<file path="src/rtl/ps2_pkg.sv">
// Shared PS/2 definitions: transmitter states, frame length and parity helper.
package ps2_pkg;

    localparam int unsigned FRAME_BITS = 11;

    typedef enum logic [1:0] {
        ST_IDLE,
        ST_HIGH,
        ST_LOW,
        ST_GAP
    } tx_state_e;

    // Odd parity bit for a data byte: data plus this bit always has an odd number of ones.
    function automatic logic odd_parity(input logic [7:0] data);
        return 1'b1 ^ (^data);
    endfunction

endpackage

</file>
<file path="src/rtl/ps2_send_if.sv">
// Byte handshake and open-drain PS/2 line signals of the device-side transmitter.
interface ps2_send_if;

    logic [7:0] word;
    logic       start;
    logic       busy;
    logic       done;
    logic       aborted;
    logic       clk_o;
    logic       dat_o;
    logic       clk_i;

    modport master (
        output word, start, clk_i,
        input  busy, done, aborted, clk_o, dat_o
    );

    modport slave (
        input  word, start, clk_i,
        output busy, done, aborted, clk_o, dat_o
    );

endinterface

</file>
<file path="src/rtl/ps2_sync.sv">
// Two-flop synchroniser for the sensed PS/2 bus clock; resets to the idle-high level.
module ps2_sync (
    input  logic clk,
    input  logic rst,
    input  logic d_i,
    output logic q_o
);

    logic ff1_q;
    logic ff2_q;

    // Shift the asynchronous input through two flops.
    always_ff @(posedge clk or posedge rst) begin
        if (rst) begin
            ff1_q <= 1'b1;
            ff2_q <= 1'b1;
        end else begin
            ff1_q <= d_i;
            ff2_q <= ff1_q;
        end
    end

    assign q_o = ff2_q;

endmodule

</file>
<file path="src/rtl/ps2_send.sv">
// Device-side PS/2 transmitter: sends one byte as an 11-bit frame, driving both bus lines
// and aborting if the host inhibits the clock before the stop bit.
module ps2_send
    import ps2_pkg::*;
#(
    parameter int unsigned HALF = 4,
    parameter int unsigned GAP  = 8
) (
    input  logic      sysclk,
    input  logic      reset,
    ps2_send_if.slave bus
);

    localparam int unsigned CNT_W = 8;
    localparam int unsigned IDX_W = 4;
    localparam int unsigned SHR_W = FRAME_BITS - 1;

    localparam logic [CNT_W-1:0] HALF_LAST    = CNT_W'(HALF - 1);
    localparam logic [CNT_W-1:0] GAP_LAST     = CNT_W'(GAP - 1);
    // First phase cycle at which the synchronised clock reflects our own release.
    localparam logic [CNT_W-1:0] INHIBIT_FROM = CNT_W'(2);
    localparam logic [IDX_W-1:0] STOP_IDX     = IDX_W'(FRAME_BITS - 1);
    localparam logic [IDX_W-1:0] ABORT_MAX    = IDX_W'(FRAME_BITS - 2);

    tx_state_e        state_q, state_d;
    logic [CNT_W-1:0] cnt_q,   cnt_d;
    logic [IDX_W-1:0] idx_q,   idx_d;
    logic [SHR_W-1:0] shr_q,   shr_d;
    logic             busy_q,  busy_d;
    logic             done_q,  done_d;
    logic             abrt_q,  abrt_d;
    logic             clk_q,   clk_d;
    logic             dat_q,   dat_d;
    logic             clk_sync;

    ps2_sync u_sync (
        .clk (sysclk),
        .rst (reset),
        .d_i (bus.clk_i),
        .q_o (clk_sync)
    );

    // State, counters and registered line drives; reset releases both lines at once.
    always_ff @(posedge sysclk or posedge reset) begin
        if (reset) begin
            state_q <= ST_IDLE;
            cnt_q   <= '0;
            idx_q   <= '0;
            shr_q   <= '0;
            busy_q  <= 1'b0;
            done_q  <= 1'b0;
            abrt_q  <= 1'b0;
            clk_q   <= 1'b1;
            dat_q   <= 1'b1;
        end else begin
            state_q <= state_d;
            cnt_q   <= cnt_d;
            idx_q   <= idx_d;
            shr_q   <= shr_d;
            busy_q  <= busy_d;
            done_q  <= done_d;
            abrt_q  <= abrt_d;
            clk_q   <= clk_d;
            dat_q   <= dat_d;
        end
    end

    // Next-state logic: bit-cell phase sequencing, inhibit abort and completion.
    always_comb begin
        state_d = state_q;
        cnt_d   = cnt_q + CNT_W'(1);
        idx_d   = idx_q;
        shr_d   = shr_q;
        busy_d  = busy_q;
        done_d  = 1'b0;
        abrt_d  = 1'b0;
        clk_d   = clk_q;
        dat_d   = dat_q;

        unique case (state_q)
            ST_IDLE: begin
                cnt_d = '0;
                if (bus.start && !busy_q && clk_sync) begin
                    state_d = ST_HIGH;
                    busy_d  = 1'b1;
                    idx_d   = '0;
                    dat_d   = 1'b0;
                    // Remaining bits after the start bit, shifted out LSB first.
                    shr_d   = {1'b1, odd_parity(bus.word), bus.word};
                end
            end

            ST_HIGH: begin
                if (cnt_q >= INHIBIT_FROM && !clk_sync && clk_q && idx_q <= ABORT_MAX) begin
                    state_d = ST_IDLE;
                    cnt_d   = '0;
                    idx_d   = '0;
                    busy_d  = 1'b0;
                    abrt_d  = 1'b1;
                    clk_d   = 1'b1;
                    dat_d   = 1'b1;
                end else if (cnt_q == HALF_LAST) begin
                    state_d = ST_LOW;
                    cnt_d   = '0;
                    clk_d   = 1'b0;
                end
            end

            ST_LOW: begin
                if (cnt_q == HALF_LAST) begin
                    cnt_d = '0;
                    clk_d = 1'b1;
                    if (idx_q == STOP_IDX) begin
                        state_d = ST_GAP;
                        dat_d   = 1'b1;
                    end else begin
                        state_d = ST_HIGH;
                        idx_d   = idx_q + IDX_W'(1);
                        dat_d   = shr_q[0];
                        shr_d   = {1'b1, shr_q[SHR_W-1:1]};
                    end
                end
            end

            ST_GAP: begin
                if (cnt_q == GAP_LAST) begin
                    state_d = ST_IDLE;
                    cnt_d   = '0;
                    idx_d   = '0;
                    busy_d  = 1'b0;
                    done_d  = 1'b1;
                end
            end

            default: begin
                state_d = ST_IDLE;
                cnt_d   = '0;
            end
        endcase
    end

    assign bus.busy    = busy_q;
    assign bus.done    = done_q;
    assign bus.aborted = abrt_q;
    assign bus.clk_o   = clk_q;
    assign bus.dat_o   = dat_q;

endmodule

</file>
<file path="src/flat_wrapper.sv">
// flat-port wrapper written by rule: the top's interface ports become plain ports
module ps2_send_flat import ps2_pkg::*;
#(
    parameter int unsigned HALF = 4,
    parameter int unsigned GAP  = 8
)
  (sysclk, reset, bus_word, bus_start, bus_clk_i, bus_busy, bus_done, bus_aborted, bus_clk_o, bus_dat_o);
  ps2_send_if bus_i ();
  input  logic sysclk;
  input  logic reset;
  input wire logic [$bits(bus_i.word)-1:0] bus_word;
  input wire logic [$bits(bus_i.start)-1:0] bus_start;
  input wire logic [$bits(bus_i.clk_i)-1:0] bus_clk_i;
  output wire logic [$bits(bus_i.busy)-1:0] bus_busy;
  output wire logic [$bits(bus_i.done)-1:0] bus_done;
  output wire logic [$bits(bus_i.aborted)-1:0] bus_aborted;
  output wire logic [$bits(bus_i.clk_o)-1:0] bus_clk_o;
  output wire logic [$bits(bus_i.dat_o)-1:0] bus_dat_o;
  assign bus_i.word = bus_word;
  assign bus_i.start = bus_start;
  assign bus_i.clk_i = bus_clk_i;
  assign bus_busy = bus_i.busy;
  assign bus_done = bus_i.done;
  assign bus_aborted = bus_i.aborted;
  assign bus_clk_o = bus_i.clk_o;
  assign bus_dat_o = bus_i.dat_o;
  ps2_send #(.HALF(HALF), .GAP(GAP)) u_core (.sysclk(sysclk), .reset(reset), .bus(bus_i));
endmodule
</file>
<file path="config.mk">
export PLATFORM = sky130hd
export DESIGN_NAME = ps2_send_flat
export DESIGN_NICKNAME = d
export VERILOG_FILES = /design/src/rtl/ps2_pkg.sv /design/src/rtl/ps2_send_if.sv /design/src/rtl/ps2_sync.sv /design/src/rtl/ps2_send.sv /design/src/flat_wrapper.sv
export SDC_FILE = /design/constraint.sdc
export NUM_CORES = 1
export LEC_CHECK = 0
export CAP_MARGIN = 20
export CORE_UTILIZATION = 61
export CTS_CLUSTER_DIAMETER = 200
export DETAILED_ROUTE_END_ITERATION = 12
export MAX_ROUTING_LAYER = met4
export PLACE_DENSITY = 0.84
export SLEW_MARGIN = 20
export SYNTH_ARGS = -nofsm -noshare
export SYNTH_HDL_FRONTEND = slang
export SYNTH_SLANG_ARGS = --single-unit
export TNS_END_PERCENT = 20
</file>
<file path="constraint.sdc">
create_clock -name sysclk -period 4.13 [get_ports sysclk]
set_input_delay 0.826 -clock sysclk [delete_from_list [all_inputs] [get_ports sysclk]]
set_output_delay 0.826 -clock sysclk [all_outputs]
set_load 0.01 [all_outputs]
</file>
# --- Word-level counts from Yosys, hierarchy flattened ---
# Index checks and enable logic that the tools add are counted.
totals:
  ff_bits: 31
  inputBits: 12
  output_inout_bits: 5
  elab_cells: 85
op_classes:
  addsub: 2
  n_lt_le_gt_ge: 2
  eq_ne: 12
  mux: 38
  n_bitwise: 1
  reduce_logical: 19
op_table:
  columns: ["operator", "count"]
  rows:
  - ["one-hot mux 8 bit (4 select lines)", 1]
  - ["2-to-1 mux 10 bit", 3]
  - ["2-to-1 mux 8 bit", 3]
  - ["2-to-1 mux 4 bit", 5]
  - ["one-hot mux 10 bit (2 select lines)", 1]
  - ["one-hot mux 4 bit (4 select lines)", 1]
  - ["AND reduction 4 bit", 4]
  - ["2-to-1 mux 1 bit", 14]
  - ["2-to-1 mux 2 bit", 6]
  - ["adder 8 x 1 -> 8 bit, second input constant", 1]
  - ["== test 8 x 2 -> 1 bit, second input constant", 1]
  - ["== test 8 x 3 -> 1 bit, second input constant", 1]
  - ["greater-or-equal comparator 8 x 2 -> 1 bit, second input constant", 1]
  - ["!= test 2 x 1 -> 1 bit, second input constant", 4]
  - ["one-hot mux 2 bit (4 select lines)", 1]
  - ["XOR reduction 8 bit", 1]
  - ["one-hot mux 1 bit (3 select lines)", 2]
  - ["nonzero test 3 bit", 2]
  - ["logical AND 1 bit", 5]
  - ["AND reduction 5 bit", 1]
  - ["adder 4 x 1 -> 4 bit, second input constant", 1]
  - ["== test 2 bit, second input constant", 2]
  - ["== test 4 bit, second input constant", 1]
  - ["<= comparator 4 bit, second input constant", 1]
  - ["other kinds (9)", 11]

# --- Longest topological paths before layout ---
logic_depth:
  word_depth: 6
  depth_mapped: 7
  depth_no_buf: 7

# --- By module ---
# Synthesis repeated with hierarchy kept, for this count alone.
unflattened:
  hier_cells: 174
  hier_area_um2: 1715.4
by_module_without_submodules:
  columns: ["mod", "instances", "cells_each", "area_per_inst_um2", "seq_area_each_um2"]
  rows:
  - ["ps2_send", 1, 171, 1659.1, 728.2]
  - ["ps2_sync", 1, 3, 56.3, 52.6]

# --- Least setup slack after synthesis ---
# Ideal clock, no wire load.
synth_timing:
  path_kind: "flip-flop to flip-flop"
  start: "register u_core.cnt_q[3]"
  end: "register u_core.idx_q[3]"
  setup_time_ns: 0.110
  arrival_ns: 1.864
  required_time_ns: 4.020
  setup_slack_ns: 2.156
  stages_incl_launch_ff: 6
  path_buffers: 0
  synth_period_minus_slack_ns: 1.974
  cell_sequence: "dfrtp_1 -> or3_4 -> o41ai_4 -> nand3_2 -> or3_1 -> o41ai_1"
synth_via:
  elab_chain_len: 6
  elab_cells_between_ends: 10
  cone_classes: "order compare: 1; eq/ne: 5; reduce/logical: 4"
synth_lines:
  columns: ["element", "line_no", "rtl"]
  rows:
  - ["from (decl)", "ps2_send.sv:26", "logic [CNT_W-1:0] cnt_q, cnt_d;"]
  - ["from (signal assigned)", "ps2_send.sv:57", "cnt_q <= cnt_d;"]
  - ["greater-or-equal comparator 8 x 2 -> 1 bit", "ps2_send.sv:94", "if (cnt_q >= INHIBIT_FROM && !clk_sync && clk_q && idx_q <= ABORT_MAX) begin"]
  - ["logical AND 1 bit (3 in a row)", "ps2_send.sv:94", null]
  - ["!= test 2 x 1 -> 1 bit (no source line)", null, null]
  - ["AND reduction 5 bit (no source line) *", null, null]
  - ["to (signal assigned)", "ps2_send.sv:58", "idx_q <= idx_d;"]
  - ["to (decl)", "ps2_send.sv:27", "logic [IDX_W-1:0] idx_q, idx_d;"]
# Mark *: on every way between the ends. The rest lies on a longest branch, timed or not.
# A chain may end at the register's enable or synchronous reset.

# --- Worst setup path after layout ---
layout_timing:
  start: "register u_core.state_q[0]"
  end: "register u_core.cnt_q[5]"
layout_via:
  elab_chain_len: 2
  elab_cells_between_ends: 5
  cone_classes: "eq/ne: 3; mux: 1; reduce/logical: 1"
layout_lines:
  columns: ["element", "line_no", "rtl"]
  rows:
  - ["from (decl)", "ps2_send.sv:25", "tx_state_e state_q, state_d;"]
  - ["from (signal assigned)", "ps2_send.sv:56", "state_q <= state_d;"]
  - ["== test 2 bit, or another cell as far along", "ps2_send.sv:80", "unique case (state_q)"]
  - ["one-hot mux 8 bit (4 select lines) *", "ps2_send.sv:80", null]
  - ["via u_core.cnt_d[5]", "ps2_send.sv:26", null]
# Mark *: on every way through the listed nets, which the timed path passes. The rest lies on a longest branch.

==> metrics.md <==
| Metric | Value |
|---|---|
| Synth Register Bits | 31 |
| CP max FO | 22 |
| Internal | 713 uW |
| Multi-input gate area | 928 um^2 |
| Grt ovf | 0 |
| Syn Inst Count | 160 |
| Initial DRC Count | 82 |
| CTS tree | yes |
| Met2 wire length | 1740 um |
| Clk buf depth | 2 |
| Vias in the first global route | 1,346 |
| Least-Margin Pin Slew | 887 ps |
| Layout filler cell count | 221 |
| Area leader, netlist | dfrtp_1 |
| Worst EP required | 4370 ps |
| Maximum clock rate | 0.385 GHz |
| Die extent in y | 55.7 um |
| Reg2reg setup slack | 1530 ps |
| Register area share after synthesis | 44.3% |
| Die area | 3110 um^2 |
| Drt pass-1 iters | 4 |
| Hold_buf cts | 0 |
| Crit path to | u_core.cnt_q[5] |
| P_leak | 0.000869 uW |
| Max_cap viols | 0 |
| Fin. Hold Viols | 0 |
| Synthesis Warnings | 0 |
| Total wire length | 3330 um |
| TNS Setup | 0 ps |
| Peak VDD IR | 0.000465 V |
| Critical path startpoint | u_core.state_q[0] |
| Root Buffer Master | clkbuf_4 |
| Synth-to-layout area growth | 13.4% |
| Cells after DPL | 204 |
| PD cells | 587 nW/um^2 |
| Vias | 1,282 |
| Max-slew headroom | 40.7% |
| Detailed-placement wirelength estimate | 2460 um |
| Most frequent cell after synthesis | dfrtp_1 |
| Netlist cell types | 36 |
| Predominant post-synthesis flop cell | dfrtp_1 |
| Antenna violations before repair | 0 |
| Port Buf Inserts | 16 |
| Syn Nets | 184 |
| Slew Limit Fails | 0 |
| Worst Path Class, Setup | reg -> reg |
| Reg clk slew, reported paths | 90 ps |
| CP endpoint kind | register |
| RSZ-0062 raised after global routing | false |
| Reg-to-reg startpoint | u_core.state_q[0] |
| Post-synthesis cell area | 1760 um^2 |
| Post-synth ARST share | 100% |
| Final WS setup | 1530 ps |
| Status | finished clean |
| P_sw | 460 uW |
| Synth top area share | 38.4% |
| Place WS | 1580 ps |
| GRT Total Usage | 25.8% |
| Synth area leaders | dfrtp_1 (38%), mux2_2 (12%), ha_1 (8.5%) |
| Final period utilization | 62.9% |
| Worst EP arrival | 2840 ps |
| Die width | 55.7 um |
| CTS resizes | 0 |
| Register area | 781 um^2 |
| First-pass GRT wire length | 5970 um |
| Post-CTS Setup Inserts | 0 |
| Core Area | 2760 um^2 |
| Worst Skew | 12.6 ps |
| Routed length per instance | 15.7 um |
| N_diodes | 0 |
| Register share of total power | 38.3% |
| Met3 routed WL | 146 um |
| Cts bufs inserted | 5 |
| Nets | 204 |
| Clock power frac | 14.3% |
| Clk Latency, worst-skew pair | 330 ps |
| Final min period | 2600 ps |
| # setup viols final | 0 |
| Highest metal used | met4 |
| Sw Share | 39.2% |
| Sink Count | 31 |
| Critical Path Source Type | register |
| Final RePlAce weighted congestion | 0.858 |
| Starting Density | 63.9% |
| Fin cells | 212 |
| Worst-case reg-to-reg path depth | 6 |
| Antenna-violating nets left | 0 |
| Met1 Routed Length | 1380 um |
| Logic pwr share | 47.3% |
| H-Tree Depth | 2 |
| Rows | 19 |
| Via-to-Cell Ratio | 6.05 |
| Maximum number of pins on one net before global-route repair | 32 |
| DRC errors left | 0 |
| Synth cell count leaders | dfrtp_1 (27), mux2_2 (18), ha_1 (12), nor3_1 (12), inv_1 (11) |
| Top Ports | 17 |
| Post-synth EDFFs | 0 |
| Worst reg2reg endpoint | u_core.cnt_q[5] |
| Syn Area/Cell | 11.0 um^2 |
| Layout cell share with drive strength beyond 1 | 18.8% |
| Hold crit path type | reg -> reg |
through the flow:
stage          hold slack, ps  total power [uW]  instance area [um^2]  utilization, %
3_5_place_dp              347              1010                  1950            70.7
4_1_cts                   359              1180                  2000            72.5
6_report                  359              1170                  2000            72.5
2_1_floorplan             345               867                  1760               -
5_1_grt                   361              1270                  2000            72.5
3_3_place_gp              345               976                  1950            70.7
how the worst min path moves through the flow:
stage                   endpoint  slack, ps  cells past startpoint           startpoint
6_report       u_core.u_sync.q_o        360                      0  u_core.u_sync.ff1_q
5_1_grt        u_core.u_sync.q_o        360                      0  u_core.u_sync.ff1_q
4_1_cts        u_core.u_sync.q_o        360                      0  u_core.u_sync.ff1_q
3_5_place_dp   u_core.u_sync.q_o        350                      0  u_core.u_sync.ff1_q
3_3_place_gp   u_core.u_sync.q_o        350                      0  u_core.u_sync.ff1_q
2_1_floorplan  u_core.u_sync.q_o        350                      0  u_core.u_sync.ff1_q
sequential cells by signal, indices dropped and copies added, names as in the netlist:
name	count
u_core.cnt_q	8
u_core.idx_q	4
u_core.bus.aborted	1
u_core.bus.clk_o	1
u_core.u_sync.q_o	1
u_core.bus.busy	1
u_core.shr_q	10
u_core.state_q	2
u_core.bus.dat_o	1
u_core.bus.done	1
u_core.u_sync.ff1_q	1
cells by family (layout without fill, tap and decap cells):
kind of cell	count (synthesis)	count (layout)	synth area share [%]
AND/OR/NAND/NOR	49	49	15.3
flip-flops	31	31	44.3
multiplexers	23	23	14.3
AO/OA/AOI/OAI	18	18	8.10
buffers and inverters	14	35	2.98
XOR/XNOR	13	13	6.46
adder cells (fa/ha/maj)	12	12	8.52
cell type report:
type | count | share of cell area [%]
well taps | 31 | 1.94
inverters | 11 | 2.07
flip-flops and latches | 31 | 39.1
repair buffers | 16 | 8.02
clock buffers | 8 | 2.44
multi-input cells | 115 | 46.5
routing by layer:
layer / vias up / global-route usage, %
met5: - / -
met4: 0 / 10.7
met3: 8 / 7.44
met2: 29 / 42.5
met1: 639 / 29.6
li1: 606 / -
placed cells by master (no fill, tap or decap):
master           instances
nand3b_1                 1
and3_1                   3
ha_1                    12
o21ai_0                  2
a21oi_1                  5
or3_1                    1
nor3_1                  12
nand2_1                  8
a211oi_1                 1
o41ai_1                  4
nand3_1                  6
and2_1                   2
or2_2                    1
and3_2                   1
nor3b_1                  1
inv_2                    1
clkdlybuf4s50_1         16
xor2_1                   5
xnor2_1                  8
inv_1                   10
nor2_1                   5
mux2i_1                  5
or3_4                    1
dfstp_2                  4
nor4_1                   2
nand3_2                  1
clkbuf_4                 5
o21bai_1                 2
o31ai_1                  2
nand2b_1                 1
nand4b_1                 1
o41ai_4                  1
dfrtp_1                 27
clkbuf_1                 3
mux2_2                  18
nor4b_1                  1
a22oi_1                  1
nor2_2                   1
power groups by stage:
stage / clock, uW / combinational (uW) / sequential [uW]
after floorplan: 0 / 425 / 442
after global placement: 0 / 528 / 449
after detailed placement: 0 / 556 / 455
after CTS: 172 / 559 / 450
after global routing: 184 / 624 / 459
final: 168 / 555 / 450
worst max-delay path, stage by stage (launching register included):
cell	delay [ps]
dfrtp_1	440
inv_1	140
ha_1	720
inv_1	180
nor2_1	510
nor3b_1	270
nor3_1	240
No activity file was read; power rests on OpenSTA's default activity.
